<file path="config.mk">
export PLATFORM = sky130hd
export DESIGN_NAME = complex_acc
export DESIGN_NICKNAME = d
export VERILOG_FILES = /design/src/rtl/complex_pkg.sv /design/src/rtl/complex_acc_sat_add.sv /design/src/rtl/complex_acc.sv
export SDC_FILE = /design/constraint.sdc
export NUM_CORES = 1
export LEC_CHECK = 0
export CELL_PAD_IN_SITES_DETAIL_PLACEMENT = 0
export CELL_PAD_IN_SITES_GLOBAL_PLACEMENT = 1
export CORE_UTILIZATION = 40
export CTS_CLUSTER_SIZE = 40
export DETAILED_ROUTE_END_ITERATION = 7
export PLACE_DENSITY_LB_ADDON = 0.3
export SYNTH_ARGS = -nofsm -noshare
export SYNTH_HDL_FRONTEND = slang
export SYNTH_SLANG_ARGS = --single-unit
</file>
<file path="constraint.sdc">
create_clock -name clk -period 9.65 [get_ports clk]
set_input_delay 0.965 -clock clk [delete_from_list [all_inputs] [get_ports clk]]
set_output_delay 0.965 -clock clk [all_outputs]
set_load 0.01 [all_outputs]
</file>
<file path="src/rtl/complex_pkg.sv">
// Shared types and constants for the complex frame accumulator.
// Component width, beat-count width, clamp limits and FSM state.
package complex_pkg;

    localparam int W  = 64;
    localparam int CW = 16;

    localparam logic [W-1:0] SAT_MAX = {1'b0, {(W-1){1'b1}}};
    localparam logic [W-1:0] SAT_MIN = {1'b1, {(W-1){1'b0}}};

    typedef struct packed {
        logic [W-1:0] re;
        logic [W-1:0] im;
    } cplx_t;

    typedef enum logic {
        IDLE  = 1'b0,
        ACCUM = 1'b1
    } state_t;

endpackage

</file>
<file path="src/rtl/complex_acc_sat_add.sv">
// Signed W-bit adder that clamps to the representable range.
// ovf flags either clamp direction.
module sat_add #(
    parameter int W = complex_pkg::W
) (
    input  logic [W-1:0] a,
    input  logic [W-1:0] b,
    output logic [W-1:0] sum,
    output logic         ovf
);

    logic [W:0] wide;

    assign wide = {a[W-1], a} + {b[W-1], b};

    // Top two bits of the W+1 sum disagree only on overflow.
    always_comb begin
        sum = wide[W-1:0];
        ovf = 1'b0;
        unique case (1'b1)
            !wide[W] && wide[W-1]: begin
                sum = {1'b0, {(W-1){1'b1}}};
                ovf = 1'b1;
            end
            wide[W] && !wide[W-1]: begin
                sum = {1'b1, {(W-1){1'b0}}};
                ovf = 1'b1;
            end
            default: ;
        endcase
    end

endmodule

</file>
<file path="src/rtl/complex_acc.sv">
// Saturating per-frame accumulator of complex products.
// Emits sum, beat count and sticky overflow one cycle after in_last.
module complex_acc
    import complex_pkg::state_t, complex_pkg::IDLE, complex_pkg::ACCUM;
#(
    parameter int W  = complex_pkg::W,
    parameter int CW = complex_pkg::CW
) (
    input  logic            clk,
    input  logic            rst,
    input  logic [2*W-1:0]  in_data,
    input  logic            in_valid,
    input  logic            in_last,
    output logic            in_ready,
    output logic [2*W-1:0]  out_data,
    output logic [CW-1:0]   out_count,
    output logic            out_ovf,
    output logic            out_valid,
    input  logic            out_ready
);

    state_t        state, state_d;
    logic [W-1:0]  acc_re, acc_im;
    logic [W-1:0]  sum_re, sum_im;
    logic [CW-1:0] count, count_inc;
    logic          ovf, ovf_re, ovf_im, frame_ovf;
    logic          accept, take;

    assign in_ready  = !(out_valid && !out_ready);
    assign accept    = in_valid && in_ready;
    assign take      = out_valid && out_ready;
    assign frame_ovf = ovf | ovf_re | ovf_im;

    assign count_inc = (count == {CW{1'b1}}) ? count
                                             : count + CW'(1);

    sat_add #(.W(W)) u_re (
        .a   (acc_re),
        .b   (in_data[2*W-1:W]),
        .sum (sum_re),
        .ovf (ovf_re)
    );

    sat_add #(.W(W)) u_im (
        .a   (acc_im),
        .b   (in_data[W-1:0]),
        .sum (sum_im),
        .ovf (ovf_im)
    );

    always_comb begin
        state_d = state;
        unique case (1'b1)
            accept && in_last:  state_d = IDLE;
            accept && !in_last: state_d = ACCUM;
            default:            state_d = state;
        endcase
    end

    always_ff @(posedge clk) begin
        if (rst) begin
            state     <= IDLE;
            acc_re    <= '0;
            acc_im    <= '0;
            count     <= '0;
            ovf       <= 1'b0;
            out_data  <= '0;
            out_count <= '0;
            out_ovf   <= 1'b0;
            out_valid <= 1'b0;
        end else begin
            state <= state_d;
            if (accept && in_last) begin
                // Close the frame and reopen empty in the same cycle.
                acc_re    <= '0;
                acc_im    <= '0;
                count     <= '0;
                ovf       <= 1'b0;
                out_data  <= {sum_re, sum_im};
                out_count <= count_inc;
                out_ovf   <= frame_ovf;
                out_valid <= 1'b1;
            end else begin
                if (accept) begin
                    acc_re <= sum_re;
                    acc_im <= sum_im;
                    count  <= count_inc;
                    ovf    <= frame_ovf;
                end
                if (take) begin
                    out_valid <= 1'b0;
                end
            end
        end
    end

endmodule

</file>
== Word-level counts from Yosys, hierarchy flattened ==
Index checks and enable logic that the tools add are counted.

* Output and inout port bits: 147
* Register bits after elaboration: 291
* Bits in writable memories: 0
* Word-level logic and storage cells: 39
* Memories: 0
* Latch bits: 0
* ROM bits: 0

* Equality and inequality tests: 1
* Divide/modulo/power cells: 0
* Shift operators: 0
* Multipliers: 0
* $add $sub $neg: 3
* $lt $le $gt $ge: 0
* Bitwise gates (word level): 2
* Mux-type cells: 7
* Reduce and logical (&&, ||, !) cells: 18

{| class="wikitable"
|+ Operator list
! kind !! number
|-
| 64-bit case mux with 2 select lines || 2
|-
| 64-bit by 64-bit adder with 65-bit output || 2
|-
| 16-bit by 1-bit adder with 16-bit output, second input constant || 1
|-
| 16-bit equality test, second input constant || 1
|-
| 16-bit two-way mux || 1
|-
| 1-bit logical AND || 8
|-
| 1-bit logical NOT || 6
|-
| 2-bit OR reduction || 3
|-
| 1-bit two-way mux || 4
|-
| 1-bit OR || 2
|-
| 2-bit nonzero test || 1
|}

== Logic depth before layout (Yosys ltp) ==
* Depth after elaboration: 7
* Gate-level depth with buffers: 20

== Cells and area by module ==
From an unflattened synthesis, not the netlist that was laid out.

* Cells, all modules: 2,363
* Area total of the unflattened synthesis: 18,446.4 um^2

{| class="wikitable"
|+ By module, submodules not included
! module !! cells an instance !! area an instance (um^2) !! seq. area each (um^2) !! instances
|-
| complex_acc || 1,047 || 10,028.4 || 5,825.6 || 1
|-
| sat_add (u_im) || 679 || 4,301.6 || 0.0 || 1
|-
| sat_add (u_re) || 637 || 4,116.4 || 0.0 || 1
|}

== Worst setup path before layout ==
No wires, ideal clock.

* Kind: input to register
* From: input in_data[69]
* To: register acc_re[17]
* Setup time: 0.086 ns
* Arrival: 4.749 ns
* Cell stages on the path: 18
* Path buffers: 3
* Slack: 4.815 ns
* Cells stage by stage: ha_1 o21a_1 o211ai_1 o31ai_1 o211a_1 o21ai_1 a21o_1 a211oi_2 or4b_1 a31oi_1 xnor2_1 ha_1 clkbuf_1 nor2b_1 clkbuf_1 buf_1 a21oi_1 a211oi_1

* Word-level cells in the longest chain between the ends: 4

{| class="wikitable"
|+ Ends and longest elaborated chain
! element !! line !! source
|-
| start: declaration || complex_acc.sv:11 || <nowiki>input logic [2*W-1:0] in_data,</nowiki>
|-
| 64-bit by 64-bit adder with 65-bit output (*) || complex_acc_sat_add.sv:14 || <nowiki>assign wide = {a[W-1], a} + {b[W-1], b};</nowiki>
|-
| 1-bit logical NOT, on equally long branches || complex_acc_sat_add.sv:25, complex_acc_sat_add.sv:21 ||
|-
| 1-bit logical AND, on equally long branches || complex_acc_sat_add.sv:25, complex_acc_sat_add.sv:21 ||
|-
| 64-bit case mux with 2 select lines (*) || complex_acc_sat_add.sv:20 || <nowiki>unique case (1'b1)</nowiki>
|-
| end signal: assignment || complex_acc.sv:85 || <nowiki>acc_re <= sum_re;</nowiki>
|-
| end: declaration || complex_acc.sv:23 || <nowiki>logic [W-1:0] acc_re, acc_im;</nowiki>
|}

Mark *: on every way between the ends. The rest lies on a longest branch, timed or not.
A chain may end at the register's enable or synchronous reset.

== Worst setup path in the final report ==
* From: input in_data[0]
* To: register out_data[62]

* Word-level cells in the longest chain between the ends: 4

{| class="wikitable"
|+ Ends and longest elaborated chain
! element !! line !! source
|-
| 64-bit by 64-bit adder with 65-bit output (*) || complex_acc_sat_add.sv:14 ||
|-
| 1-bit logical NOT, on equally long branches || complex_acc_sat_add.sv:25, complex_acc_sat_add.sv:21 ||
|-
| 1-bit logical AND, on equally long branches || complex_acc_sat_add.sv:25, complex_acc_sat_add.sv:21 ||
|-
| 64-bit case mux with 2 select lines (*) || complex_acc_sat_add.sv:20 ||
|-
| end signal: assignment || complex_acc.sv:79 || <nowiki>out_data <= {sum_re, sum_im};</nowiki>
|-
| end: declaration || complex_acc.sv:15 || <nowiki>output logic [2*W-1:0] out_data,</nowiki>
|}

Marks and branches as above.

==> key figures <==
Outcome
  • Result of the run: complete, no violations

Drt
  • Avg WL per Cell: just under 20 um
  • Detailed-route wire length: 62.79 mm
  • Detail Route Antenna Nets: 0
  • Detailed-routing wirelength on met1: 29.00 mm
  • Met3 wire len: 3.202 mm
  • Routed length on met2: slightly below 30 mm
  • Residual DRC count: 0
  • Vias per inst: roughly 5.7
  • Drt pass-1 iters: 5
  • Top sig layer: met4
  • Count of routing violations after the opening detailed-route iteration: 1115
  • Total number of vias: 18370

Power
  • Portion of total power attributed to the clock network: 0.280
  • Peak VDD IR: 0.1314 mV
  • Switching power summed over all nets: 0.001835 W
  • Internal power summed over all cells: 0.002864 W
  • Sw frac: 0.3905
  • Leakage power of the design: 9.185 nW
  • Relative contribution of sequential cells to total power: 0.304
  • Part of the power in combinational logic: 0.416
  • Pwr/cell area: 205.5 mW/mm^2

Placed design
  • Quantity of I/O buffers inserted on ports: 279
  • Post-detailed-placement half-perimeter wirelength: 46.49 mm
  • Placed standard-cell area: 0.02173 sq mm
  • Placer congestion estimate: 0.9420

CTS
  • Cts bufs inserted: 35
  • Post-CTS setup-driven buffer insertion count: 0
  • CTS max path bufs: 3
  • Clock tree from TritonCTS: built
  • Number of buffers inserted by hold repair at cts: 0
  • Clk Tree Root Cell: sky130_fd_sc_hd__clkbuf_16
  • Number of levels the H-tree was split into: 2
  • Sinks on the clock net: 291
  • Worst skew pair latency: 0.56 ns
  • Clock input transition at the sequential cells of the worst setup and hold paths: 0.06 ns
  • Count of cells resized by post-cts repair: 0

Final layout
  • Fill count: around 4500
  • Layout area overhead: 22.34%
  • Commonest cells after routing, fill and taps aside: sky130_fd_sc_hd__a21oi_1 (318), sky130_fd_sc_hd__nor2_1 (307), sky130_fd_sc_hd__dfxtp_1 (291)
  • Layout Utilization: 0.4996
  • Share of layout cells above drive strength 1: 0.04738
  • Final design area excluding fillers: 0.02287 sq mm
  • Number of nets in the final layout: 2837
  • Most common cell after layout, fill and taps aside: sky130_fd_sc_hd__a21oi_1

Yosys
  • Number of enable flip-flop cells after synthesis: 0
  • Largest area contributor in the synthesized netlist: sky130_fd_sc_hd__dfxtp_1
  • Register area share after synthesis: 0.3117
  • Share of the synthesized area in the top cell type: 0.3117
  • Post-Synthesis Cells: between 2000 and 2500
  • Async SR Flop Fraction: 0
  • Register bit total from synthesis: slightly below 300
  • Synth Cell Area: 0.01869 sq mm
  • Top area cells in the synthesized netlist: sky130_fd_sc_hd__dfxtp_1 (31%), sky130_fd_sc_hd__ha_1 (8.8%), sky130_fd_sc_hd__a21oi_1 (8.6%)
  • Post-synthesis net count: 2679
  • Number of library cell types mapped by synthesis: 81
  • Post-synthesis average cell area: 7.746 sq um
  • Synth Warn #: 0
  • Top FF cell, synth: sky130_fd_sc_hd__dfxtp_1

Critical path
  • Maximum fanout along the worst path: 37
  • Critical Path, Cell by Cell: clkdlybuf4s50_1, ha_1, inv_1, fa_1, nor2b_1, o2111ai_1, a211oi_1, nor3_2, o211ai_1, a31oi_1, a31oi_1, a31o_2, ha_2, nor2_1, a21oi_2, o21ai_0, a31oi_1
  • Critical path launch point: in_data[0]
  • Required arrival time at the worst endpoint: ~10 ns
  • Data arrival time at the worst-slack endpoint: between 6 and 7 ns
  • Critical Path End Type: flop
  • Longest individual stage delay on the worst path: 0.87 ns
  • Cell with the largest stage delay on the worst path: sky130_fd_sc_hd__a21oi_2
  • Critical path start-end classification: primary input to flop
  • Critical Path Most Common Cell: sky130_fd_sc_hd__a31oi_1
  • R2r startpoint: acc_im[0]
  • Element type at the critical path start: primary input

STA
  • Slew margin rel.: 0.2865
  • Fin Setup TNS: 0 ns
  • Setup repair after global routing missed its margin: no
  • Tmin final: around 6.2 ns
  • Worst-Margin Slew: about 1.1 ns
  • Max Clock Skew: 0.02217 ns
  • Fmax: between 150 and 200 MHz
  • Final Setup Violations: 0
  • Final Hold Viols: 0
  • Tcrit/Tclk final: 0.6442
  • Number of slew-limit violations in the final report: 0

Floorplan
  • Initial Util: 0.4084
  • CORE AREA: ~0.046 sq mm
  • Placement Rows: 78
  • DIE AREA: 0.04760 sq mm
  • I/O pin count: 280
  • Horizontal extent of the die: 218.2 um
  • Die Height: about 220 um

Global route
  • Number of antenna violations at the first check in global routing: 3
  • Global Route Usage Sum: 0.2586
  • Pin count of the biggest net entering global routing: 191
  • Vias in the first global route: 17480
  • Grt total ovfl: 0
  • Global-route wire length before repair: around 98 mm

Hold path
  • Worst min-delay path category: flop to flop
  • Hold path startpoint: out_data[101]

Job
  • Max Cap Viol: 0
power by group through the flow:
stage	registers, W	clock network, W	logic [W]
2_1_floorplan	0.00146	0	0.00129
5_1_grt	0.00144	0.00140	0.00215
3_3_place_gp	0.00145	0	0.00192
4_1_cts	0.00143	0.00135	0.00195
3_5_place_dp	0.00145	0	0.00193
6_report	0.00143	0.00132	0.00195
sequential cells by signal, summed over array words and instances, names as in the netlist:
name       cells
ovf            1
out_count     16
count         16
acc_re        64
out_data     128
acc_im        64
out_ovf        1
out_valid      1
path summary, 6_finish.rpt:
check	cells past startpoint	slack (ns)	end
max	17	3.43	out_data[62]
max reg2reg	16	4.00	out_data[62]
min	2	0.46	out_data[101]
min reg2reg	2	0.46	out_data[101]
synthesized netlist by cell type, types with 4 or more instances:
| library cell | count |
|---|---|
| sky130_fd_sc_hd__a21oi_1 | 320 |
| sky130_fd_sc_hd__nor2_1 | 308 |
| sky130_fd_sc_hd__dfxtp_1 | 291 |
| sky130_fd_sc_hd__nand2_1 | 171 |
| sky130_fd_sc_hd__clkbuf_1 | 160 |
| sky130_fd_sc_hd__o21ai_0 | 159 |
| sky130_fd_sc_hd__a211oi_1 | 147 |
| sky130_fd_sc_hd__ha_1 | 131 |
| sky130_fd_sc_hd__a21o_1 | 83 |
| sky130_fd_sc_hd__xnor2_1 | 80 |
| sky130_fd_sc_hd__nand4_1 | 53 |
| sky130_fd_sc_hd__inv_1 | 46 |
| sky130_fd_sc_hd__xor2_1 | 45 |
| sky130_fd_sc_hd__nor3_1 | 36 |
| sky130_fd_sc_hd__nand3_1 | 35 |
| sky130_fd_sc_hd__o21bai_1 | 32 |
| sky130_fd_sc_hd__a31oi_1 | 25 |
| sky130_fd_sc_hd__and2_1 | 22 |
| sky130_fd_sc_hd__o21a_1 | 19 |
| sky130_fd_sc_hd__mux2i_1 | 18 |
| sky130_fd_sc_hd__nor2b_1 | 16 |
| sky130_fd_sc_hd__o221a_2 | 16 |
| sky130_fd_sc_hd__or3_1 | 16 |
| sky130_fd_sc_hd__and3_1 | 13 |
| sky130_fd_sc_hd__nand3b_1 | 13 |
| sky130_fd_sc_hd__o211ai_1 | 13 |
| sky130_fd_sc_hd__o31ai_1 | 11 |
| sky130_fd_sc_hd__buf_1 | 9 |
| sky130_fd_sc_hd__o211a_1 | 8 |
| sky130_fd_sc_hd__a21boi_0 | 7 |
| sky130_fd_sc_hd__nor4_1 | 7 |
| sky130_fd_sc_hd__a311oi_1 | 6 |
| sky130_fd_sc_hd__nand2b_1 | 6 |
| sky130_fd_sc_hd__o21ai_1 | 6 |
| sky130_fd_sc_hd__o221ai_1 | 5 |
| sky130_fd_sc_hd__a221o_1 | 4 |
| sky130_fd_sc_hd__and4_1 | 4 |
| sky130_fd_sc_hd__or2_2 | 4 |
stage by stage:
stage | setup WS, ns | total power (W) | hold slack [ns] | cells
floorplan | 4.815 | 0.002755 | 0.4382 | 2413
global placement | 3.102 | 0.003376 | 0.4484 | 3134
detailed placement | 2.883 | 0.003383 | 0.4549 | 3134
CTS | 3.426 | 0.004726 | 0.4632 | 3196
global route | 3.068 | 0.004991 | 0.4936 | 3199
finish | 3.433 | 0.004699 | 0.4573 | 3199
layout make-up:
class / count / area (sq um) / share of cell area
Clock buffer: 50 / 1035 / 0.04525
Timing Repair Buffer: 294 / 2915 / 0.1275
Tap cell: 600 / 750.7 / 0.03283
Clock inverter: 12 / 92.59 / 0.004049
Sequential cell: 291 / 5826 / 0.2548
Inverter: 46 / 172.7 / 0.007551
Multi-Input combinational cell: 1903 / 12070 / 0.5277
Antenna cell: 3 / 7.507 / 0.0003283
cells by family (layout without fill, tap and decap cells):
| group | Yosys count | after routing | synth area share |
|---|---|---|---|
| AOI/OAI and AO/OA | 908 | 908 | 0.3105 |
| buffers and inverters | 219 | 402 | 0.04458 |
| DFF | 291 | 291 | 0.3117 |
| and+or+nand+nor | 719 | 719 | 0.1752 |
| xor gates and xnor gates | 125 | 125 | 0.05857 |
| adders and majority gates | 133 | 133 | 0.08983 |
| other | 0 | 3 | 0 |
| muxes | 18 | 18 | 0.009639 |
layer usage:
metal	track usage	up-vias
met3	0.03827	87
met2	0.4217	502
met1	0.3491	8628
met5	0	-
met4	0.08135	0
li1	-	9151
worst max-delay path, delay by kind of cell:
family | cells | cell delay, ns
compound gates | 9 | 3.23
simple gates | 3 | 0.64
buf+inv | 2 | 0.54
fa+ha+maj | 3 | 1.29
No activity file was read; power rests on OpenSTA's default activity.
